<file path="src/rtl/ysyx_22041461_mem_arbiter_pkg.sv">
// Shared state and owner encodings for the ysyx_22041461 memory-port arbiter.
package ysyx_22041461_mem_arbiter_pkg;

  typedef enum logic [1:0] {
    ArbIdle  = 2'd0,
    ArbAddr  = 2'd1,
    ArbWdata = 2'd2,
    ArbResp  = 2'd3
  } arb_state_e;

  // Owner IDs double as the bit index into the {dc, ic} valid vector.
  typedef enum logic {
    ArbIc = 1'b0,
    ArbDc = 1'b1
  } arb_owner_e;

endpackage

</file>
<file path="src/rtl/ysyx_22041461_rr_pick.sv">
// Two-way round-robin pick: on a tie, grant the requester that did not win last time.
module ysyx_22041461_rr_pick
  import ysyx_22041461_mem_arbiter_pkg::*;
(
  input  logic [1:0] valid,
  input  logic       last_grant,
  output logic       grant,
  output logic       grant_valid
);

  always_comb begin
    grant_valid = |valid;
    grant       = ArbIc;
    if (valid == 2'b11) begin
      grant = ~last_grant;
    end else if (valid[ArbDc]) begin
      grant = ArbDc;
    end
  end

endmodule

</file>
<file path="src/rtl/ysyx_22041461_mem_arbiter.sv">
// Shares one burst memory port between the read-only ICACHE refill path and the
// read/write DCACHE path, one transaction at a time with round-robin arbitration.
module ysyx_22041461_mem_arbiter
  import ysyx_22041461_mem_arbiter_pkg::*;
#(
  parameter int unsigned ADDR_W = 64,
  parameter int unsigned DATA_W = 64,
  parameter int unsigned LEN_W  = 8
) (
  input  logic                clk,
  input  logic                rst,
  input  logic                ic_req_valid,
  output logic                ic_req_ready,
  input  logic [ADDR_W-1:0]   ic_req_addr,
  input  logic [LEN_W-1:0]    ic_req_len,
  output logic                ic_rsp_valid,
  output logic [DATA_W-1:0]   ic_rsp_data,
  output logic                ic_rsp_last,
  input  logic                dc_req_valid,
  output logic                dc_req_ready,
  input  logic [ADDR_W-1:0]   dc_req_addr,
  input  logic [LEN_W-1:0]    dc_req_len,
  input  logic                dc_req_write,
  input  logic                dc_wdata_valid,
  output logic                dc_wdata_ready,
  input  logic [DATA_W-1:0]   dc_wdata,
  input  logic [DATA_W/8-1:0] dc_wstrb,
  output logic                dc_rsp_valid,
  output logic [DATA_W-1:0]   dc_rsp_data,
  output logic                dc_rsp_last,
  output logic                mem_req_valid,
  input  logic                mem_req_ready,
  output logic [ADDR_W-1:0]   mem_req_addr,
  output logic [LEN_W-1:0]    mem_req_len,
  output logic                mem_req_write,
  output logic                mem_wdata_valid,
  input  logic                mem_wdata_ready,
  output logic [DATA_W-1:0]   mem_wdata,
  output logic [DATA_W/8-1:0] mem_wstrb,
  output logic                mem_wdata_last,
  input  logic                mem_rsp_valid,
  input  logic [DATA_W-1:0]   mem_rsp_data,
  input  logic                mem_rsp_last
);

  arb_state_e        state_q, state_d;
  arb_owner_e        owner_q, owner_d;
  arb_owner_e        last_grant_q, last_grant_d;
  logic [ADDR_W-1:0] addr_q, addr_d;
  logic [LEN_W-1:0]  len_q, len_d;
  logic              write_q, write_d;
  logic [LEN_W-1:0]  cnt_q, cnt_d;
  logic              pick_grant, pick_valid;

  ysyx_22041461_rr_pick u_rr_pick (
    .valid       ({dc_req_valid, ic_req_valid}),
    .last_grant  (last_grant_q),
    .grant       (pick_grant),
    .grant_valid (pick_valid)
  );

  always_ff @(posedge clk) begin
    if (rst) begin
      state_q      <= ArbIdle;
      owner_q      <= ArbIc;
      last_grant_q <= ArbIc;
      addr_q       <= '0;
      len_q        <= '0;
      write_q      <= 1'b0;
      cnt_q        <= '0;
    end else begin
      state_q      <= state_d;
      owner_q      <= owner_d;
      last_grant_q <= last_grant_d;
      addr_q       <= addr_d;
      len_q        <= len_d;
      write_q      <= write_d;
      cnt_q        <= cnt_d;
    end
  end

  assign mem_req_addr  = addr_q;
  assign mem_req_len   = len_q;
  assign mem_req_write = write_q;

  always_comb begin
    state_d         = state_q;
    owner_d         = owner_q;
    last_grant_d    = last_grant_q;
    addr_d          = addr_q;
    len_d           = len_q;
    write_d         = write_q;
    cnt_d           = cnt_q;
    ic_req_ready    = 1'b0;
    dc_req_ready    = 1'b0;
    ic_rsp_valid    = 1'b0;
    ic_rsp_data     = '0;
    ic_rsp_last     = 1'b0;
    dc_rsp_valid    = 1'b0;
    dc_rsp_data     = '0;
    dc_rsp_last     = 1'b0;
    dc_wdata_ready  = 1'b0;
    mem_req_valid   = 1'b0;
    mem_wdata_valid = 1'b0;
    mem_wdata       = '0;
    mem_wstrb       = '0;
    mem_wdata_last  = 1'b0;

    case (state_q)
      ArbIdle: begin
        // Only the picked requester sees ready, so a grant is always a handshake.
        if (pick_valid) begin
          if (pick_grant == ArbDc) begin
            dc_req_ready = 1'b1;
            addr_d       = dc_req_addr;
            len_d        = dc_req_len;
            write_d      = dc_req_write;
          end else begin
            ic_req_ready = 1'b1;
            addr_d       = ic_req_addr;
            len_d        = ic_req_len;
            write_d      = 1'b0;
          end
          owner_d      = arb_owner_e'(pick_grant);
          last_grant_d = arb_owner_e'(pick_grant);
          cnt_d        = '0;
          state_d      = ArbAddr;
        end
      end
      ArbAddr: begin
        mem_req_valid = 1'b1;
        if (mem_req_ready) begin
          state_d = write_q ? ArbWdata : ArbResp;
        end
      end
      ArbWdata: begin
        mem_wdata_valid = dc_wdata_valid;
        dc_wdata_ready  = mem_wdata_ready;
        mem_wdata       = dc_wdata;
        mem_wstrb       = dc_wstrb;
        mem_wdata_last  = (cnt_q == len_q);
        if (dc_wdata_valid && mem_wdata_ready) begin
          if (cnt_q == len_q) begin
            cnt_d   = '0;
            state_d = ArbResp;
          end else begin
            cnt_d = cnt_q + LEN_W'(1);
          end
        end
      end
      ArbResp: begin
        if (owner_q == ArbDc) begin
          dc_rsp_valid = mem_rsp_valid;
          dc_rsp_data  = mem_rsp_data;
          dc_rsp_last  = mem_rsp_last;
        end else begin
          ic_rsp_valid = mem_rsp_valid;
          ic_rsp_data  = mem_rsp_data;
          ic_rsp_last  = mem_rsp_last;
        end
        if (mem_rsp_valid && mem_rsp_last) begin
          state_d = ArbIdle;
        end
      end
      default: state_d = ArbIdle;
    endcase
  end

endmodule

</file>
<file path="config.mk">
export PLATFORM = sky130hd
export DESIGN_NAME = ysyx_22041461_mem_arbiter
export DESIGN_NICKNAME = d
export VERILOG_FILES = /design/src/rtl/ysyx_22041461_mem_arbiter_pkg.sv /design/src/rtl/ysyx_22041461_rr_pick.sv /design/src/rtl/ysyx_22041461_mem_arbiter.sv
export SDC_FILE = /design/constraint.sdc
export NUM_CORES = 1
export LEC_CHECK = 0
export CAP_MARGIN = 40
export CORE_AREA = 10 10 216 218
export DETAILED_ROUTE_END_ITERATION = 8
export DIE_AREA = 0 0 226 228
export GPL_TIMING_DRIVEN = 0
export HOLD_SLACK_MARGIN = 0.02
export MAX_ROUTING_LAYER = met4
export PLACE_DENSITY = 0.46
export RECOVER_POWER = 25
export SLEW_MARGIN = 5
export SYNTH_ARGS = -nofsm -noshare
export SYNTH_HDL_FRONTEND = slang
export SYNTH_SLANG_ARGS = --single-unit
export TNS_END_PERCENT = 30
</file>
<file path="constraint.sdc">
create_clock -name clk -period 2.8 [get_ports clk]
set_input_delay 0.56 -clock clk [delete_from_list [all_inputs] [get_ports clk]]
set_output_delay 0.56 -clock clk [all_outputs]
set_load 0.005 [all_outputs]
</file>
==> results.py <==
metrics = {
    "floorplan": {
        "io_pins": 573,
        "dieWidth_um": 226,
        "coreArea_um2": 42500,
        "die_h_um": 228,
        "rows": 76,
        "die_area_um2": 51500,
        "initial_core_util_pct": 11.1,
    },
    "worst_setup_path": {
        "cp-end-kind": "output pin",
        "worst_ep_required_time_ns": 2.24,
        "crit_type": "in -> out",
        "crit_fanout": 10,
        "rr_worst_depth": 8,
        "start_kind": "input port",
        "arrival_ns": 2.18,
    },
    "synthesis": {
        "synth_edf_count": 0,
        "ys_seq_area_share_pct": 35.6,
        "yosysTopAreaCell": "dfxtp_1",
        "synth.net_count": 869,
        "syn_inst": 573,
        "synthesis.area_um2": 4720,
        "synth_ff_type": "dfxtp_1",
        "ys_warn_count": 0,
        "avgSynthCellArea_um2": 8.24,
        "synth.most_common_cell": "and2_1",
        "synth_top_area_share_pct": 35.6,
        "synth.top_cells.by_area": "dfxtp_1, and2_1, a222oi_1",
        "synth_seq_cells": 84,
        "synthArstFlopShare_pct": 0,
        "yosys-top-cells-count": "and2_1, dfxtp_1, nor2_1",
        "ys_types": 33,
    },
    "timing": {
        "hold_slack_ns": 0.494,
        "slew-limit-headroom_pct": 41.9,
        "finalWorstSetupSlack_ns": 0.0631,
        "fin_worst_skew_ns": 0.00898,
        "period_minus_slack_ns": 2.74,
        "worst_pin_slew_ns": 0.865,
        "fin_crit_sh_pct": 97.7,
        "setup_viol": 0,
        "hold_viol": 0,
        "rsz0062_at_grt": "yes",
        "fmax_mhz": 365,
        "slew_viol_final": 0,
    },
    "grt": {
        "grt_pass1_vias": 7394,
        "antenna_found_initial": 15,
        "grt_pass1_wl_um": 56900,
        "gr-total-overflow": 0,
        "grt_max_degree": 20,
        "grt_usage_pct": 16.0,
    },
    "routing": {
        "drc": 0,
        "wl_um": 42600,
        "ant_nets": 0,
        "vias_per_cell": 4.08,
        "drtIter0Drc": 521,
        "vias": 6979,
        "routedWlPerCell_um": 24.9,
        "drt_pre_antenna_iters": 7,
    },
    "power_and_ir_drop": {
        "cellPowerDensity_nw_per_um2": 603,
        "intPower_mw": 4.34,
        "power_frac_seq_pct": 24.1,
        "p_switching_mw": 2.66,
        "p_leak_nw": 4.75,
        "p_comb_share_pct": 56.6,
        "clockPowerShare_pct": 19.3,
        "swShare_pct": 38.0,
        "ir_drop_v": 0.000371,
        "total_power_mw": 7.00,
    },
    "cts": {
        "clock_path_buffers": 2,
        "clock-sinks": 84,
        "cts_tree": "done",
        "cts_root_buf": "clkbuf_16",
        "h-tree-depth": 3,
        "cts_buffers": 9,
        "cts_hold_buf": 0,
        "insertion_delay_ns": 0.36,
        "clk_pin_slew_ns": 0.07,
    },
    "placed_design": {
        "placed_cells_incl_taps": 1692,
        "place.gp.congestion": 0.927,
        "hpwl_um": 37000,
        "place_ws_ns": -0.465,
        "numPortBuffers": 571,
    },
    "cells_and_area": {
        "area_growth_pct": 146,
        "final_util_pct": 27.3,
        "layoutNonFillerInstCount": 1712,
        "layout.nets": 1453,
        "drive_gt1_share_pct": 5.25,
    },
    "min_path": {
        "min_path_cells": 2,
        "hold_path.class": "reg -> reg",
    },
    "outcome": {
        "status": "completed",
    },
    "flow_run": {
        "drv_cap": 0,
    },
}
## final timing paths
check | startpoint | endpoint | slack (ns)
worst max register to register | state_q[1]$_SDFFE_PP0P_ | mem_req_len[6]$_SDFFE_PP0P_ | 0.37
worst min register to register | mem_req_addr[60]$_SDFFE_PP0P_ | mem_req_addr[60]$_SDFFE_PP0P_ | 0.49
worst min-delay path | mem_req_addr[60]$_SDFFE_PP0P_ | mem_req_addr[60]$_SDFFE_PP0P_ | 0.49
worst max-delay path | dc_req_valid | dc_req_ready | 0.06
## cells by family after synthesis
group / count (synthesis) / share of synthesized area (%)
xor gates and xnor gates: 13 / 2.41
adders and majority gates: 6 / 1.59
and+or+nand+nor: 315 / 37.4
buffers and inverters: 66 / 5.27
AOI/OAI and AO/OA: 89 / 17.7
DFF: 84 / 35.6
## state kept, by name, summed over array words and instances, names as in the netlist
signal	count
cnt_q	8
last_grant_q	1
mem_req_addr	64
mem_req_len	8
mem_req_write	1
state_q	2
## power groups by stage
stage | clock [mW] | combinational, mW | sequential [mW]
final | 1.35 | 3.96 | 1.68
after global routing | 1.47 | 4.29 | 1.72
after CTS | 1.41 | 4.10 | 1.69
after detailed placement | 0 | 4.03 | 1.69
after global placement | 0 | 4.01 | 1.69
after floorplan | 0 | 1.56 | 1.67
## worst max-delay path, stage by stage
cell	delay, ns
clkdlybuf4s50_1	0.56
nand2_1	0.09
a21oi_2	0.23
buf_6	0.20
clkdlybuf4s50_1	0.51
## cells in the final DEF, fill, tap and decap left out, drive strengths merged, types with 3 or more instances in the layout
master / count
a21o: 4
a21oi: 8
a222oi: 72
and2: 140
and3: 67
buf: 17
clkbuf: 57
clkdlybuf4s50: 496
dfxtp: 84
diode: 5
dlygate4sd3: 68
dlymetal6s2s: 5
ha: 6
inv: 5
nand2: 3
nand3: 4
nand4: 3
nor2: 82
nor4: 3
xor2: 12
## what timing repair did
item                                    CTS  global route
gates resized for setup                  39            36
gates cloned                              0             0
setup buffers                             1             0
endpoints found under the setup margin  194           125
## cell type report
class                   instances  area, um2
clock buffers                  11        243
fillers                      4624      30900
inverters                       5       18.8
plain buffers                  60        293
multi-input cells             423       2840
well taps                     546        683
clock inverters                 4       73.8
diodes                          5       12.5
flip-flops and latches         84       1690
repair buffers                574       5760
## metal layers
metal	vias up	share of wire [%]	global-route usage [%]	wire, um
met5	-	0	-	0
met4	0	2.4	4.64	1000
met1	3262	37	16.4	15900
met2	403	51	28.2	21600
li1	3270	-	-	-
met3	44	9.6	5.49	4070
## stage by stage
| stage | area (um2) | setup TNS, ns |
|---|---|---|
| 2_1_floorplan | 4720 | 0 |
| 3_3_place_gp | 11100 | -28.96 |
| 3_5_place_dp | 11100 | -27.92 |
| 4_1_cts | 11500 | -5.28 |
| 5_1_grt | 11600 | -0.131 |
| 6_report | 11600 | 0 |
(Power assumes the default switching activity.)
